==> config.mk <==
export PLATFORM = sky130hd
export DESIGN_NAME = datapath_seq
export DESIGN_NICKNAME = d
export VERILOG_FILES = /design/src/rtl/dp_pkg.sv /design/src/rtl/regfile_p.sv /design/src/rtl/datapath_seq.sv
export SDC_FILE = /design/constraint.sdc
export NUM_CORES = 1
export LEC_CHECK = 0
export BUFFER_PORTS_ARGS = -buffer_cell sky130_fd_sc_hd__buf_4
export CAP_MARGIN = 10
export CORE_ASPECT_RATIO = 0.5
export CORE_MARGIN = 2
export CORE_UTILIZATION = 50
export CTS_BUF_LIST = sky130_fd_sc_hd__clkbuf_8
export CTS_CLUSTER_SIZE = 30
export DETAILED_ROUTE_END_ITERATION = 16
export PLACE_DENSITY = 0.68
export SYNTH_ARGS = -nofsm -noshare
export SYNTH_HDL_FRONTEND = slang
export SYNTH_SLANG_ARGS = --single-unit
==> constraint.sdc <==
create_clock -name clk -period 9.25 [get_ports clk]
set_clock_uncertainty 0.05 [all_clocks]
set_input_delay 1.85 -clock clk [delete_from_list [all_inputs] [get_ports clk]]
set_output_delay 1.85 -clock clk [all_outputs]
set_load 0.03 [all_outputs]
==> src/rtl/dp_pkg.sv <==
// Shared encodings for the self-sequencing datapath: ALU/shift/writeback selects,
// FSM states and status flag bit positions.
package dp_pkg;

    localparam logic [1:0] ALU_ADD = 2'b00;
    localparam logic [1:0] ALU_SUB = 2'b01;
    localparam logic [1:0] ALU_AND = 2'b10;
    localparam logic [1:0] ALU_MVN = 2'b11;

    localparam logic [1:0] SH_NONE = 2'b00;
    localparam logic [1:0] SH_LSL  = 2'b01;
    localparam logic [1:0] SH_LSR  = 2'b10;
    localparam logic [1:0] SH_ASR  = 2'b11;

    localparam logic [1:0] WB_C     = 2'b00;
    localparam logic [1:0] WB_IMM   = 2'b01;
    localparam logic [1:0] WB_PC    = 2'b10;
    localparam logic [1:0] WB_MDATA = 2'b11;

    typedef enum logic [2:0] {
        IDLE,
        LOAD_A,
        LOAD_B,
        EXEC,
        WB
    } state_t;

    localparam int FLAG_V = 2;
    localparam int FLAG_N = 1;
    localparam int FLAG_Z = 0;

endpackage

==> src/rtl/regfile_p.sv <==
// General register file: one operand read port and one debug read port (both
// combinational), one synchronous write port, asynchronous clear.
module regfile_p #(
    parameter int  W    = 16,
    parameter int  NREG = 8,
    localparam int AW   = $clog2(NREG)
) (
    input  logic          clk,
    input  logic          rst,
    input  logic [AW-1:0] rd_addr,
    output logic [W-1:0]  rd_data,
    input  logic [AW-1:0] dbg_addr,
    output logic [W-1:0]  dbg_data,
    input  logic          we,
    input  logic [AW-1:0] wr_addr,
    input  logic [W-1:0]  wr_data
);

    logic [W-1:0] regs_q [NREG];

    always_ff @(posedge clk or posedge rst) begin
        if (rst) begin
            for (int i = 0; i < NREG; i++) begin
                regs_q[i] <= '0;
            end
        end else if (we) begin
            regs_q[wr_addr] <= wr_data;
        end
    end

    assign rd_data  = regs_q[rd_addr];
    assign dbg_data = regs_q[dbg_addr];

endmodule

==> src/rtl/datapath_seq.sv <==
// Self-sequencing register datapath: accepts one command per start/done handshake
// and walks LOAD_A/LOAD_B/EXEC/WB internally (non-ALU writebacks go straight to WB).
module datapath_seq
    import dp_pkg::*;
#(
    parameter int  W    = 16,
    parameter int  NREG = 8,
    parameter int  PCW  = 8,
    localparam int AW   = $clog2(NREG)
) (
    input  logic           clk,
    input  logic           reset,
    input  logic           start,
    input  logic [AW-1:0]  rn,
    input  logic [AW-1:0]  rm,
    input  logic [AW-1:0]  rd,
    input  logic [1:0]     alu_op,
    input  logic [1:0]     shift,
    input  logic           a_zero,
    input  logic           use_imm,
    input  logic [W-1:0]   imm,
    input  logic [1:0]     wb_sel,
    input  logic           write_en,
    input  logic           set_flags,
    input  logic [PCW-1:0] pc,
    input  logic [W-1:0]   mdata,
    input  logic [AW-1:0]  dbg_addr,
    output logic [W-1:0]   dbg_data,
    output logic [W-1:0]   datapath_out,
    output logic [2:0]     flags,
    output logic           busy,
    output logic           done
);

    state_t state_q, state_d;
    logic   accept;

    logic [AW-1:0]  rn_q, rm_q, rd_q;
    logic [1:0]     alu_op_q, shift_q, wb_sel_q;
    logic           a_zero_q, use_imm_q, write_en_q, set_flags_q;
    logic [W-1:0]   imm_q, mdata_q;
    logic [PCW-1:0] pc_q;

    logic [W-1:0] a_q, b_q, c_q;
    logic [2:0]   flags_q;

    logic [AW-1:0] rf_raddr;
    logic [W-1:0]  rf_rdata, wb_data;
    logic          rf_we;

    logic signed [W-1:0] ain, bin, alu_res;
    logic [2:0]          alu_flags;

    function automatic logic signed [W-1:0] shift_b(input logic [1:0] sh,
                                                    input logic signed [W-1:0] b);
        logic signed [W-1:0] r;
        case (sh)
            SH_LSL:  r = b <<< 1;
            SH_LSR:  r = $signed({1'b0, b[W-1:1]});
            SH_ASR:  r = b >>> 1;
            default: r = b;
        endcase
        return r;
    endfunction

    function automatic logic [2:0] alu_status(input logic [1:0] op,
                                              input logic signed [W-1:0] a,
                                              input logic signed [W-1:0] b,
                                              input logic signed [W-1:0] res);
        logic [2:0] st;
        st = '0;
        case (op)
            ALU_ADD: st[FLAG_V] = (a[W-1] == b[W-1]) && (res[W-1] != a[W-1]);
            ALU_SUB: st[FLAG_V] = (a[W-1] != b[W-1]) && (res[W-1] != a[W-1]);
            default: st[FLAG_V] = 1'b0;
        endcase
        st[FLAG_N] = res[W-1];
        st[FLAG_Z] = (res == '0);
        return st;
    endfunction

    assign accept = start && (state_q == IDLE);

    always_ff @(posedge clk or posedge reset) begin
        if (reset) begin
            state_q <= IDLE;
        end else begin
            state_q <= state_d;
        end
    end

    always_comb begin
        state_d = state_q;
        case (state_q)
            IDLE:    if (start) state_d = (wb_sel == WB_C) ? LOAD_A : WB;
            LOAD_A:  state_d = LOAD_B;
            LOAD_B:  state_d = EXEC;
            EXEC:    state_d = WB;
            WB:      state_d = IDLE;
            default: state_d = IDLE;
        endcase
    end

    // Every field, including pc and mdata, is frozen at acceptance.
    always_ff @(posedge clk or posedge reset) begin
        if (reset) begin
            rn_q        <= '0;
            rm_q        <= '0;
            rd_q        <= '0;
            alu_op_q    <= '0;
            shift_q     <= '0;
            wb_sel_q    <= '0;
            a_zero_q    <= 1'b0;
            use_imm_q   <= 1'b0;
            write_en_q  <= 1'b0;
            set_flags_q <= 1'b0;
            imm_q       <= '0;
            mdata_q     <= '0;
            pc_q        <= '0;
        end else if (accept) begin
            rn_q        <= rn;
            rm_q        <= rm;
            rd_q        <= rd;
            alu_op_q    <= alu_op;
            shift_q     <= shift;
            wb_sel_q    <= wb_sel;
            a_zero_q    <= a_zero;
            use_imm_q   <= use_imm;
            write_en_q  <= write_en;
            set_flags_q <= set_flags;
            imm_q       <= imm;
            mdata_q     <= mdata;
            pc_q        <= pc;
        end
    end

    assign rf_raddr = (state_q == LOAD_A) ? rn_q : rm_q;

    always_comb begin
        ain = a_zero_q ? '0 : $signed(a_q);
        bin = use_imm_q ? $signed(imm_q) : shift_b(shift_q, $signed(b_q));
        case (alu_op_q)
            ALU_ADD: alu_res = ain + bin;
            ALU_SUB: alu_res = ain - bin;
            ALU_AND: alu_res = ain & bin;
            default: alu_res = ~bin;
        endcase
        alu_flags = alu_status(alu_op_q, ain, bin, alu_res);
    end

    always_ff @(posedge clk or posedge reset) begin
        if (reset) begin
            a_q     <= '0;
            b_q     <= '0;
            c_q     <= '0;
            flags_q <= '0;
        end else begin
            case (state_q)
                LOAD_A: a_q <= rf_rdata;
                LOAD_B: b_q <= rf_rdata;
                EXEC: begin
                    c_q <= alu_res;
                    if (set_flags_q) flags_q <= alu_flags;
                end
                default: ;
            endcase
        end
    end

    always_comb begin
        wb_data = '0;
        case (wb_sel_q)
            WB_C:    wb_data = c_q;
            WB_IMM:  wb_data = imm_q;
            WB_PC:   wb_data[PCW-1:0] = pc_q;
            default: wb_data = mdata_q;
        endcase
    end

    assign rf_we = (state_q == WB) && write_en_q;

    regfile_p #(
        .W    (W),
        .NREG (NREG)
    ) u_regfile (
        .clk      (clk),
        .rst      (reset),
        .rd_addr  (rf_raddr),
        .rd_data  (rf_rdata),
        .dbg_addr (dbg_addr),
        .dbg_data (dbg_data),
        .we       (rf_we),
        .wr_addr  (rd_q),
        .wr_data  (wb_data)
    );

    assign datapath_out = c_q;
    assign flags        = flags_q;
    assign busy         = (state_q != IDLE);
    assign done         = (state_q == WB);

endmodule
Word-level counts from Yosys, hierarchy flattened
Cells that the tools add are included.

storage, ports and cells
  output and inout port bits = 37
  bits of input ports = 65
  bits in registers = 241

cells by class
  reductions and logical operators = 12
  add/sub/neg operators = 2
  multiplexer cells = 20
  bitwise logic cells = 5
  $lt $le $gt $ge = 4
  equal/unequal tests = 15

operators with widths
  operator            count
  $bwmux 128          1
  $mux 16             7
  $bmux 16 s3         2
  $pmux 16 s3         2
  $demux 16 s3        1
  $pmux 8 s3          2
  $add 16x16->16      1
  $and 16x16->16      1
  $logic_not 16->1    1
  $not 16->16         1
  $sub 16x16->16      1
  $ge 4x4->1 const B  3
  $not 3->4           3
  $pmux 3 s4          1
  $mux 3              3
  $eq 2x2->1 const B  4
  $eq 2x1->1 const B  3
  $eq 3x2->1 const B  2
  $logic_not 2->1     3
  $logic_and 1x1->1   5
  $lt 4x1->1 const B  1
  $eq 3x1->1 const B  1
  $eq 3x3->1 const B  1
  $logic_not 3->1     1
  other kinds (6)     7

Longest topological paths before layout
  depth after elaboration = 8
  mapped depth = 19
  mapped depth without buffers = 17

Cells and area by module
From an unflattened synthesis, not the netlist that was laid out.

unflattened totals
  cells, all modules = 1,055
  area total of the unflattened synthesis = 14,017.2 sq um

by module, submodules not included
  module        times used  area each (sq um)  seq. area each (sq um)  cells an instance
  regfile_p     1           7,036.7            3,203.1                 396
  datapath_seq  1           6,980.4            2,827.7                 659

Worst setup path before layout
No wires, ideal clock.

  path kind = input -> output
  start = input port dbg_addr[1]
  end = output port dbg_data[10]
  arrival time = 3.535 ns
  stages on the path = 5
  slack = 3.815 ns
  cell sequence = clkbuf_1 > clkbuf_1 > buf_1 > mux4_2 > mux2_2

on the way
  word-level cells in the longest chain between the ends = 4

ends and longest elaborated chain
  what                                        RTL line            text
  from (decl)                                 datapath_seq.sv:27  input logic [AW-1:0] dbg_addr,
  $not 3->4 (implied by the code)             regfile_p.sv:32     assign dbg_data = regs_q[dbg_addr];
  $bmux 16 s3                                 regfile_p.sv:32
  $mux 16 (implied by the code) (2 in a row)  regfile_p.sv:32
  to (decl)                                   datapath_seq.sv:28  output logic [W-1:0] dbg_data,

No other way between the ends. The select of a mux whose other input is x is not followed.

Worst setup path after layout
  start = input port dbg_addr[0]
  end = output port dbg_data[13]

The elaborated chain is that of the path after synthesis.

==> flow_metrics.py <==
metrics = {
    "clock_network": {
        "htree_levels": 2,
        "tritoncts": "yes",
        "clock_latency_ns": 0.57,
        "cts.sinks": 241,
        "numCtsBuffers": 36,
        "cts_post_setup_buffers_inserted": 0,
        "clockRootBuffer": "clkbuf_8",
        "cts_hold_buf": 0,
        "clk_pin_slew_ns": 0.06,
        "cts_buffer_depth": 3,
        "cts_resized": 0,
    },
    "setup_path": {
        "critPathMaxStageDelay_ns": 0.58,
        "cp-end-kind": "output pin",
        "crit_slowest_cell": "mux4_2",
        "crit_type": "in2out",
        "startpoint_type": "input port",
        "crit_cells": 4,
        "rr_endpoint": "flags[0]$_DFFE_PP0P_",
        "cp_max_fo": 32,
        "crit_end": "dbg_data[13]",
        "startpoint": "dbg_addr[0]",
        "regToRegSetupSlack_ns": 4.21,
        "crit_chain": "buf_4 > mux4_2 > mux2_2 > buf_4",
        "worst_r2r_path_depth": 16,
        "worst_ep_arrival_time_ns": 3.45,
        "r2r_start": "shift_q[0]$_DFFE_PP0P_",
        "required_ns": 7.35,
        "critical-path-top-delay-family": "multiplexers",
        "crit_path_frequent_cell": "buf_4",
        "crit_buf_inv": 2,
    },
    "global_route": {
        "track_usage_pct": 27.32,
        "antenna_found_initial": 0,
        "grt_max_degree": 94,
        "grt_overflow": 0,
        "grt_pass1_wl_um": 58700,
        "grt_pass1_vias": 10160,
    },
    "place": {
        "port_buffers": 101,
        "dpl_cell_area_mm2": 0.01447,
        "placed_cells": 1560,
        "hpwl_um": 25680,
        "gp_congestion": 0.9993,
    },
    "detailed_routing": {
        "firstDrtPassIters": 5,
        "wl_um": 37350,
        "vias": 10030,
        "vias_per_cell": 6.175,
        "wl_per_cell_um": 22.99,
        "postRouteAntennaNets": 0,
        "drt_iter0_drc": 1014,
        "drc": 0,
    },
    "cells_and_area": {
        "layout-drive-gt1-share_pct": 31.89,
        "n_fill_cell": 2218,
        "diodes": 0,
        "final_core_util_pct": 57.54,
        "final_nets": 1330,
        "layout.cells.non_filler": 1625,
        "stdcell_area_mm2": 0.01518,
        "syn2layout_area_growth_pct": 13.32,
    },
    "outcome": {
        "status": "complete, no violations",
    },
    "die": {
        "coreArea_mm2": 0.02638,
        "dieHeight_um": 119.7,
        "start_util_pct": 50.78,
        "rows": 42,
        "die_area_mm2": 0.02820,
        "io-pin-count": 102,
        "die_x_um": 235.5,
    },
    "timing": {
        "worstMarginPinSlew_ns": 1.286,
        "setup_tns_ns": 0,
        "max_slew_margin_pct": 14.23,
        "fin_crit_sh_pct": 57.81,
        "fmax_mhz": 187.0,
        "setup-violations-final": 0,
        "hold_violations": 0,
        "rsz0062_at_grt": "no",
        "maxSlewViolCount": 0,
        "timing.final.crit_period_ns": 5.347,
    },
    "hold_path": {
        "hp-class": "reg2reg",
    },
    "yosys": {
        "ys_ff_latch": 241,
        "synth_ff_type": "dfrtp_1",
        "ys_types": 68,
        "netlist_instances": 1167,
        "synthesis.area_mm2": 0.01340,
        "synth_edf_count": 0,
        "synth.net_count": 1251,
        "yosysSeqAreaShare_pct": 45.02,
        "synth.avg_cell_area_um2": 11.48,
        "yosysWarnings": 0,
        "async_flop_share_pct": 100.0,
    },
    "run": {
        "cap_violations": 0,
    },
}
==> layer usage <==
metal	vias up	track usage [%]	routed length, µm
met3	66	6.901	3220
met2	386	41.33	16690
li1	4469	-	-
met1	5113	39.21	16600
met4	0	8.002	843
met5	-	0	0
==> synthesized netlist by cell type, drive strengths merged, types with 20 or more instances <==
cell      n  share of area [%]
o21ai    74                2.8
nor2    100                2.8
inv      20               0.56
buf      22               0.92
dfrtp   241                 45
clkbuf   58                1.6
mux2i    39                2.9
nor2b    24                1.1
mux4     72                 12
a21oi    91                3.4
mux2    138                 12
nand2    83                2.3
==> cells by family after synthesis <==
family / after synthesis / synth area share (%)
AND/OR/NAND/NOR: 289 / 10.48
multiplexers: 249 / 26.68
buffers and inverters: 100 / 3.110
XOR/XNOR: 22 / 1.551
flip-flops: 241 / 45.02
adder cells (fa/ha/maj): 19 / 1.831
AO/OA/AOI/OAI: 247 / 11.33
==> cell type report <==
| type | count | area, µm² | share of cell area [%] |
|---|---|---|---|
| flip-flops and latches | 241 | 6031 | 39.73 |
| clock inverters | 21 | 102.6 | 0.6759 |
| multi-input cells | 826 | 7009 | 46.18 |
| repair buffers | 121 | 908.4 | 5.984 |
| clock buffers | 44 | 605.6 | 3.989 |
| well taps | 352 | 440.4 | 2.901 |
| inverters | 20 | 82.58 | 0.5440 |
==> metrics by stage <==
step / setup slack [ns] / hold slack [ns]
after floorplan: 0.7335 / 0.4109
after global placement: 3.921 / 0.4287
after detailed placement: 3.874 / 0.4411
after CTS: 3.872 / 0.4561
after global routing: 3.777 / 0.4773
final: 3.903 / 0.4532
==> worst min path at each step <==
| stage | startpoint | cells past startpoint | endpoint |
|---|---|---|---|
| finish | mdata_q[2]$_DFFE_PP0P_ | 1 | mdata_q[2]$_DFFE_PP0P_ |
| detailed placement | u_regfile.regs_q[43]$_DFFE_PP0P_ | 2 | u_regfile.regs_q[43]$_DFFE_PP0P_ |
| CTS | u_regfile.regs_q[43]$_DFFE_PP0P_ | 2 | u_regfile.regs_q[43]$_DFFE_PP0P_ |
| global placement | u_regfile.regs_q[44]$_DFFE_PP0P_ | 2 | u_regfile.regs_q[44]$_DFFE_PP0P_ |
| global route | mdata_q[4]$_DFFE_PP0P_ | 1 | mdata_q[4]$_DFFE_PP0P_ |
| floorplan | u_regfile.regs_q[111]$_DFFE_PP0P_ | 2 | u_regfile.regs_q[111]$_DFFE_PP0P_ |
==> cells in the final DEF, fill, tap and decap left out, types with 12 or more instances in the layout <==
cell,Yosys,routed
nand2_1,83,83
mux2_2,136,136
o21ai_0,68,68
mux4_2,72,72
mux2i_1,39,36
inv_1,20,33
dfrtp_1,241,241
nor2b_1,24,24
buf_4,2,121
nor2_1,99,98
xnor2_1,12,12
ha_1,18,18
clkbuf_8,0,44
a21oi_1,91,91
==> registers in the layout, summed over array words and instances, names as in the netlist <==
signal,cells
datapath_out,16
flags,3
state_q,3
set_flags_q,1
shift_q,2
wb_sel_q,2
write_en_q,1
pc_q,8
a_q,16
alu_op_q,2
mdata_q,16
rn_q,3
b_q,16
imm_q,16
use_imm_q,1
u_regfile.regs_q,128
a_zero_q,1
rm_q,3
rd_q,3
==> worst register-to-register path, delay by kind of cell, from the launching register on <==
family	cells	cell delay, ns
AO/OA/AOI/OAI	6	1.64
XOR/XNOR	1	0.17
adder cells (fa/ha/maj)	1	0.40
flip-flops	1	0.88
multiplexers	1	0.37
AND/OR/NAND/NOR	7	1.45
Power is not shown: default switching activity piles up to over one toggle a cycle in this logic, so the estimate is an artifact.
